[config.mk]
export PLATFORM = sky130hd
export DESIGN_NAME = regfile_writeback_flat
export DESIGN_NICKNAME = d
export VERILOG_FILES = /design/src/rtl/regfile_writeback_if.sv /design/src/rtl/regfile_writeback.sv /design/src/flat_wrapper.sv
export SDC_FILE = /design/constraint.sdc
export NUM_CORES = 1
export LEC_CHECK = 0
export ABC_AREA = 0
export BUFFER_PORTS_ARGS = -buffer_cell sky130_fd_sc_hd__buf_2
export CORE_ASPECT_RATIO = 0.75
export CORE_MARGIN = 3
export CORE_UTILIZATION = 55
export CTS_CLUSTER_DIAMETER = 120
export DETAILED_ROUTE_END_ITERATION = 16
export PLACE_DENSITY = 0.77
export SYNTH_ARGS = -nofsm -noshare
export SYNTH_HDL_FRONTEND = slang
export SYNTH_SLANG_ARGS = --single-unit
[constraint.sdc]
create_clock -name clk -period 5.2 [get_ports clk]
set_clock_uncertainty 0.15 [all_clocks]
set_input_delay 0 -clock clk [delete_from_list [all_inputs] [get_ports clk]]
set_output_delay 0 -clock clk [all_outputs]
set_load 0.05 [all_outputs]
[src/rtl/regfile_writeback_if.sv]
// Result-producer and register-file write-port bundle for regfile_writeback.
// Producers drive alu_* and ld_*; the writeback block drives the write port, backpressure and status.
interface regfile_writeback_if #(
  parameter int Dbits = 32,
  parameter int Nloc  = 32,
  parameter int Depth = 4
);
  localparam int AW = $clog2(Nloc);
  localparam int CW = $clog2(Depth) + 1;

  logic             alu_valid;
  logic [AW-1:0]    alu_addr;
  logic [Dbits-1:0] alu_data;
  logic             ld_valid;
  logic             ld_ready;
  logic [AW-1:0]    ld_addr;
  logic [Dbits-1:0] ld_data;
  logic             wr;
  logic [AW-1:0]    WriteAddr;
  logic [Dbits-1:0] WriteData;
  logic [Nloc-1:0]  pending;
  logic [CW-1:0]    qcount;

  modport master (
    output alu_valid, alu_addr, alu_data, ld_valid, ld_addr, ld_data,
    input  ld_ready, wr, WriteAddr, WriteData, pending, qcount
  );

  modport slave (
    input  alu_valid, alu_addr, alu_data, ld_valid, ld_addr, ld_data,
    output ld_ready, wr, WriteAddr, WriteData, pending, qcount
  );
endinterface

[src/rtl/regfile_writeback.sv]
// Register-file write-port arbiter: the ALU always wins, and load results queue in a
// circular FIFO. Queued loads are killed when a younger ALU write targets the same register.
module regfile_writeback #(
  parameter int Dbits = 32,
  parameter int Nloc  = 32,
  parameter int Depth = 4
) (
  input  logic                 clk,
  input  logic                 reset_n,
  regfile_writeback_if.slave   bus
);
  localparam int AW = $clog2(Nloc);
  localparam int PW = $clog2(Depth);
  localparam int CW = PW + 1;

  logic [Dbits-1:0] data_q [Depth];
  logic [AW-1:0]    addr_q [Depth];
  logic [Depth-1:0] kill_q;
  logic [PW-1:0]    rd_ptr, wr_ptr;
  logic [CW-1:0]    count;

  logic             alu_win, head_valid, head_kill, head_write;
  logic             push, pop, push_kill;
  logic [Nloc-1:0]  pend;

  assign alu_win    = bus.alu_valid && (bus.alu_addr != '0);
  assign head_valid = (count != '0);
  assign head_kill  = kill_q[rd_ptr];
  // A killed head leaves even when the ALU owns the port; it never needs a write slot.
  assign head_write = head_valid && !head_kill && (addr_q[rd_ptr] != '0) && !alu_win;
  assign pop        = head_valid && (head_kill || !alu_win);
  assign bus.ld_ready = (count < CW'(Depth));
  assign push       = bus.ld_valid && bus.ld_ready;
  assign push_kill  = (bus.ld_addr == '0) ||
                      (bus.alu_valid && (bus.alu_addr == bus.ld_addr));

  always_comb begin
    logic [PW-1:0] off;
    pend = '0;
    for (int i = 0; i < Depth; i++) begin
      off = PW'(i) - rd_ptr;
      if (({1'b0, off} < count) && !kill_q[i])
        pend[addr_q[i]] = 1'b1;
    end
  end

  assign bus.pending = pend;
  assign bus.qcount  = count;

  always_ff @(posedge clk or negedge reset_n) begin
    if (!reset_n) begin
      for (int i = 0; i < Depth; i++) begin
        data_q[i] <= '0;
        addr_q[i] <= '0;
      end
      kill_q <= '0;
      rd_ptr <= '0;
      wr_ptr <= '0;
      count  <= '0;
    end else begin
      // Queued loads are older than the ALU result, so a matching ALU write retires them.
      if (bus.alu_valid) begin
        for (int i = 0; i < Depth; i++)
          if (addr_q[i] == bus.alu_addr)
            kill_q[i] <= 1'b1;
      end
      if (push) begin
        data_q[wr_ptr] <= bus.ld_data;
        addr_q[wr_ptr] <= bus.ld_addr;
        kill_q[wr_ptr] <= push_kill;
        wr_ptr         <= wr_ptr + 1'b1;
      end
      if (pop)
        rd_ptr <= rd_ptr + 1'b1;
      if (push && !pop)
        count <= count + 1'b1;
      else if (pop && !push)
        count <= count - 1'b1;
    end
  end

  always_ff @(posedge clk or negedge reset_n) begin
    if (!reset_n) begin
      bus.wr        <= 1'b0;
      bus.WriteAddr <= '0;
      bus.WriteData <= '0;
    end else begin
      bus.wr <= alu_win || head_write;
      if (alu_win) begin
        bus.WriteAddr <= bus.alu_addr;
        bus.WriteData <= bus.alu_data;
      end else if (head_write) begin
        bus.WriteAddr <= addr_q[rd_ptr];
        bus.WriteData <= data_q[rd_ptr];
      end
    end
  end
endmodule

[src/flat_wrapper.sv]
// flat-port wrapper written by rule: the top's interface ports become plain ports
module regfile_writeback_flat 
#(
  parameter int Dbits = 32,
  parameter int Nloc  = 32,
  parameter int Depth = 4
)
  (clk, reset_n, bus_alu_valid, bus_alu_addr, bus_alu_data, bus_ld_valid, bus_ld_addr, bus_ld_data, bus_ld_ready, bus_wr, bus_WriteAddr, bus_WriteData, bus_pending, bus_qcount);
  regfile_writeback_if #(.Dbits(Dbits), .Nloc(Nloc), .Depth(Depth)) bus_i ();
  input  logic clk;
  input  logic reset_n;
  input wire logic [$bits(bus_i.alu_valid)-1:0] bus_alu_valid;
  input wire logic [$bits(bus_i.alu_addr)-1:0] bus_alu_addr;
  input wire logic [$bits(bus_i.alu_data)-1:0] bus_alu_data;
  input wire logic [$bits(bus_i.ld_valid)-1:0] bus_ld_valid;
  input wire logic [$bits(bus_i.ld_addr)-1:0] bus_ld_addr;
  input wire logic [$bits(bus_i.ld_data)-1:0] bus_ld_data;
  output wire logic [$bits(bus_i.ld_ready)-1:0] bus_ld_ready;
  output wire logic [$bits(bus_i.wr)-1:0] bus_wr;
  output wire logic [$bits(bus_i.WriteAddr)-1:0] bus_WriteAddr;
  output wire logic [$bits(bus_i.WriteData)-1:0] bus_WriteData;
  output wire logic [$bits(bus_i.pending)-1:0] bus_pending;
  output wire logic [$bits(bus_i.qcount)-1:0] bus_qcount;
  assign bus_i.alu_valid = bus_alu_valid;
  assign bus_i.alu_addr = bus_alu_addr;
  assign bus_i.alu_data = bus_alu_data;
  assign bus_i.ld_valid = bus_ld_valid;
  assign bus_i.ld_addr = bus_ld_addr;
  assign bus_i.ld_data = bus_ld_data;
  assign bus_ld_ready = bus_i.ld_ready;
  assign bus_wr = bus_i.wr;
  assign bus_WriteAddr = bus_i.WriteAddr;
  assign bus_WriteData = bus_i.WriteData;
  assign bus_pending = bus_i.pending;
  assign bus_qcount = bus_i.qcount;
  regfile_writeback #(.Dbits(Dbits), .Nloc(Nloc), .Depth(Depth)) u_core (.clk(clk), .reset_n(reset_n), .bus(bus_i));
endmodule
# Word level (Yosys, flattened, before mapping)
# Cells that the tools add are included.
[totals] ff_bits=197 output_inout_bits=74
[classes] magnitude_cmp=19 eq_ne=5 add_sub_neg=8 bitwise_logic=5 n_mux=41 reduce_logical=36
[op_table] operator="$mux W32" count=9
[op_table] operator="$bwmux W128" count=1
[op_table] operator="$or A32 B32 Y32" count=3
[op_table] operator="$bmux W32 S2" count=1
[op_table] operator="$demux W32 S2" count=1
[op_table] operator="$eq A5 B5 Y1" count=5
[op_table] operator="$mux W5" count=5
[op_table] operator="$lt A5 B6 Y1 const B" count=4
[op_table] operator="$bwmux W20" count=1
[op_table] operator="$demux W1 S5" count=4
[op_table] operator="$ge A5 B1 Y1 const B" count=4
[op_table] operator="$logic_and A1 B1 Y1" count=19
[op_table] operator="$lt A2 B3 Y1" count=4
[op_table] operator="$bmux W5 S2" count=1
[op_table] operator="$demux W5 S2" count=1
[op_table] operator="$mux W1" count=10
[op_table] operator="$reduce_bool A5 Y1" count=2
[op_table] operator="$logic_not A1 Y1" count=8
[op_table] operator="$mux W4" count=2
[op_table] operator="$ge A3 B3 Y1 const B" count=2
[op_table] operator="$lt A2 B3 Y1 const B" count=2
[op_table] operator="$mux W3" count=2
[op_table] operator="$not A2 Y3" count=2
[op_table] operator="$logic_not A5 Y1" count=1
[op_table] operator="other kinds (14)" count=20

# Longest topological paths before layout
[depth] depth_word=11 depth_mapped=12 ltp_nobuf=10

# Worst setup path after synthesis
# No wires, ideal clock.
[synth_path] path_type="flip-flop to output port" startpoint="reg u_core.rd_ptr[0]" endpoint="out bus_pending[24]" required_time_ns=5.050 stages_incl_launch_ff=12 path_slack_ns=1.594 n_path_buf=4 t_arrival_ns=3.456 cell_sequence="dfrtp_1 -> buf_4 -> buf_4 -> buf_1 -> xnor2_1 -> inv_1 -> ha_1 -> a21o_1 -> a211oi_1 -> nand2b_1 -> buf_1 -> o21ai_0"
[synth_via] elab_chain_cells=10
[synth_lines] element="start: declaration" line="regfile_writeback.sv:19" source="logic [PW-1:0] rd_ptr, wr_ptr;"
[synth_lines] element="start signal: assignment" line="regfile_writeback.sv:74" source="rd_ptr <= rd_ptr + 1'b1;"
[synth_lines] element="$sub A1 B2 Y2" line="regfile_writeback.sv:41" source="off = PW'(i) - rd_ptr;"
[synth_lines] element="$lt A2 B3 Y1" line="regfile_writeback.sv:42" source="if (({1'b0, off} < count) && !kill_q[i])"
[synth_lines] element="$logic_and A1 B1 Y1" line="regfile_writeback.sv:42"
[synth_lines] element="$mux W32" line="regfile_writeback.sv:42"
[synth_lines] element="$or A32 B32 Y32 (no line)"
[synth_lines] element="$mux W32" line="regfile_writeback.sv:42"
[synth_lines] element="$or A32 B32 Y32 (no line)"
[synth_lines] element="$mux W32" line="regfile_writeback.sv:42"
[synth_lines] element="$or A32 B32 Y32 (no line)"
[synth_lines] element="$mux W32 *" line="regfile_writeback.sv:42"
[synth_lines] element="end: declaration" line="flat_wrapper.sv:22" source="output wire logic [$bits(bus_i.pending)-1:0] bus_pending;"
# Mark *: on every way between the ends. The rest lies on a longest branch, timed or not.

# Worst setup path after layout
# Same ends and word-level chain as after synthesis.

==> metrics.log <==
[metrics] run status: finished, final reports clean
[metrics] routed wire length per instance: about 21 µm
[metrics] timing startpoint of the critical path: u_core.rd_ptr[0]
[metrics] instance count of the mapped netlist: 832
[metrics] arrival time reported for the critical path endpoint: 3810 ps
[metrics] post-CTS clock slew at the launch and capture registers of the worst setup and hold paths: about 80 ps
[metrics] average footprint of a synthesized cell: between 10 and 15 µm²
[metrics] Net count, final: between 1000 and 1500
[metrics] share of flip-flops with an asynchronous set or reset after synthesis: 100.0%
[metrics] overall via count from detail_route: between 7000 and 8000
[metrics] peak clock frequency supported by timing: approximately 250 MHz
[metrics] setup TNS: 0 ps
[metrics] Max Transition Viols Final: 0
[metrics] final number of setup-violating endpoints: 0
[metrics] setup repair after global routing missed its margin: false
[metrics] number of storage elements in the synthesis netlist: 197
[metrics] kind of end point of the critical path: primary output
[metrics] synth cell count leaders: 197 x dfrtp_1, 149 x mux2_2, 48 x nand2_1
[metrics] placed insts: between 1000 and 1500
[metrics] clock tree from TritonCTS: done
[metrics] share of total power in sequential cells: 34.5%
[metrics] Primary FF master, synth: dfrtp_1
[metrics] top area cells in the synthesized netlist: dfrtp_1 47%, mux2_2 16%, mux4_2 8.2%
[metrics] max-cap viol count: 0
[metrics] TritonCTS sink count: 197
[metrics] Post-Syn Area: approximately 10000 µm²
[metrics] pin count of the biggest net entering global routing: 90
[metrics] required arrival time at the worst endpoint: a little over 5000 ps
[metrics] antenna diode instance count: 0
[metrics] internal portion of total power: ~4.8 mW
[metrics] number of nets produced by synthesis: between 900 and 1000
[metrics] horizontal extent of the die: about 170 µm
[metrics] vias in the first global route: a little over 8000
[metrics] HP Class: in -> async
[metrics] Worst IR Drop VDD: between 0.3 and 0.4 mV
[metrics] P per Cell Area: 703.0 nW/µm²
[metrics] number of DRC markers after the initial detailed-route iteration: approximately 770
[metrics] via count normalized by instance count: 6.211
[metrics] Root Buffer: clkbuf_16
[metrics] DP HPWL: 16.77 mm
[metrics] top-level I/O count: between 150 and 200
[metrics] total number of placement rows: 43
[metrics] Tcrit/Tclk final: between 70% and 80%
[metrics] number of buffers on the longest clock path: 2
[metrics] die area: 20730 µm²
[metrics] kind of critical path: reg -> out
[metrics] layout-stage area growth over the synthesis result: 21.07%
[metrics] number of buffer cells added on primary ports: 151
[metrics] placeable core region: between 15000 and 20000 µm²
[metrics] Seq. cell area: 4932 µm²
[metrics] post-synthesis sequential area ratio: 47.12%
[metrics] Inserted Clock Buffers: 17
[metrics] headroom to the max-slew limit: 14.25%
[metrics] number of routed nets with antenna violations: 0
[metrics] combinational group share of total power: approximately half
[metrics] clk_lat worst skew: 430 ps
[metrics] area share of the leading cell type in the synthesized netlist: between 40 and 50%
[metrics] number of antenna violations at the first check in global routing: 0
[metrics] total area of multi-input combinational cells: just over 5000 µm²
[metrics] distinct cell type count after synthesis: between 50 and 60
[metrics] initial cell density of the core: 56.36%
[metrics] time the final worst path needs with I/O delays and setup: 3960 ps
[metrics] leftover overflow at the end of global routing: 0
[metrics] global-route total usage across every layer: approximately a quarter
[metrics] layout cells sized above 1: 40.79%
[metrics] top-count cell post-synth: dfrtp_1
[metrics] number of detailed-route iterations in the first pass: 6
[metrics] final-layout fill cell count: around 1300
[metrics] remaining design rule violation count: 0
[metrics] power share of the clock group: around 14%
[metrics] type of element launching the critical path: register
[metrics] worst r2r src: u_core.rd_ptr[0]
[metrics] Worst Tran Pin Value: around 1300 ps
[metrics] synthesis warning total: 0
[metrics] die span in y: 125.4 µm
[metrics] cell accounting for the most synthesized area: dfrtp_1
[metrics] global-route wire length before repair: ~43 mm
[metrics] switching power summed over all nets: just over 4 mW
[metrics] # H-tree levels: 4
[metrics] Sw Ratio: between 40% and 50%
[metrics] Static Leakage: 5.629 nW
[metrics] hold violation count in the final report: 0
[metrics] highest fanout seen on the critical path: 27
[metrics] wire length reported by the detailed router: 27.27 mm
[metrics] RePlAce Congestion: roughly 0.95
[metrics] count of non-filler cells in the finished layout: 1284
[metrics] number of flops mapped to enable cells by yosys: 0
[metrics] number of setup buffers added after CTS: 0
cell usage in the layout (no fill, tap or decap), types with 14 or more instances in the layout:
master         instances
o211ai_1              15
o21ai_2               19
nor2_1                14
dlygate4sd3_1         78
o21ai_0               16
xor2_1                22
a22oi_1               30
mux2i_1               41
dfrtp_1              195
mux2_2               149
clkbuf_16             17
nand2_1               44
buf_2                150
mux4_2                38
o21ai_1               41
registers in the layout, indices dropped and copies added (netlist names):
name	cells
u_core.bus.wr	1
u_core.kill_q	4
u_core.rd_ptr	2
u_core.data_q	128
u_core.bus.qcount	3
u_core.addr_q	20
u_core.bus.WriteData	32
u_core.wr_ptr	2
u_core.bus.WriteAddr	5
metrics by stage:
step | total power [mW] | hold WS [ps] | instance area [µm²] | utilization, % | worst slack, ps
6_report | 8.905 | 36.62 | 12670 | 68.24 | 1240
5_1_grt | 9.373 | 109.9 | 12670 | 68.24 | 1032
4_1_cts | 8.855 | 58.45 | 12670 | 68.24 | 1342
3_5_place_dp | 7.508 | -46.80 | 11310 | 60.92 | 1492
3_3_place_gp | 7.351 | -43.11 | 11310 | 60.92 | 1551
2_1_floorplan | 6.450 | -445.6 | 10460 | - | 1594
timing repair:
action,4_1_cts,5_1_grt
gates resized for setup,0,0
hold endpoints to repair,278,0
hold buffers,78,0
power by group through the flow:
stage | clock, mW | sequential (mW) | combinational, mW
6_report | 1.28 | 3.07 | 4.56
5_1_grt | 1.37 | 3.16 | 4.84
4_1_cts | 1.30 | 3.04 | 4.51
3_5_place_dp | 0 | 3.06 | 4.45
3_3_place_gp | 0 | 3.01 | 4.34
2_1_floorplan | 0 | 3.20 | 3.25
cell type report:
| class | instances | area share (%) |
|---|---|---|
| Clock buffer | 18 | 3.467 |
| Clock inverter | 14 | 1.087 |
| Inverter | 14 | 0.4149 |
| Multi-Input combinational cell | 554 | 40.80 |
| Sequential cell | 197 | 38.94 |
| Tap cell | 247 | 2.440 |
| Timing Repair Buffer | 240 | 12.85 |
worst max-delay path, stage by stage, from the launching register on:
cell       delay [ps]
dfrtp_2           890
xnor2_1           220
ha_1              260
a21o_1            220
a2111oi_2        1070
a222oi_1          270
o21ai_0           150
buf_2             290
logic make-up after synthesis:
group	count (synthesis)	synth area share [%]
AO/OA/AOI/OAI	155	10.27
multiplexers	228	28.14
buffers and inverters	81	3.815
XOR/XNOR	32	2.679
AND/OR/NAND/NOR	129	6.698
flip-flops	197	47.12
adder cells (fa/ha/maj)	10	1.268
layer usage:
metal	up-vias	track usage (%)	part of all wire, %	routed length [µm]
met5	-	0	0	0
met4	0	7.890	2.0	542
met3	59	5.598	8.5	2310
met2	378	42.81	47	12900
met1	4061	36.70	42	11510
li1	3477	-	-	-
final timing paths:
kind	slack [ps]	endpoint	cells after the start
setup / recovery	1240	bus_pending[24]	7
hold / removal	40	u_core.data_q[94]	2
setup reg to reg	1470	u_core.bus.WriteData[21]	6
hold reg to reg	350	u_core.bus.WriteData[26]	2
max in group asynchronous	3590	u_core.data_q[121]	3
min in group clk	230	u_core.bus.WriteData[3]	4
Power figures use the tool's default switching activity.
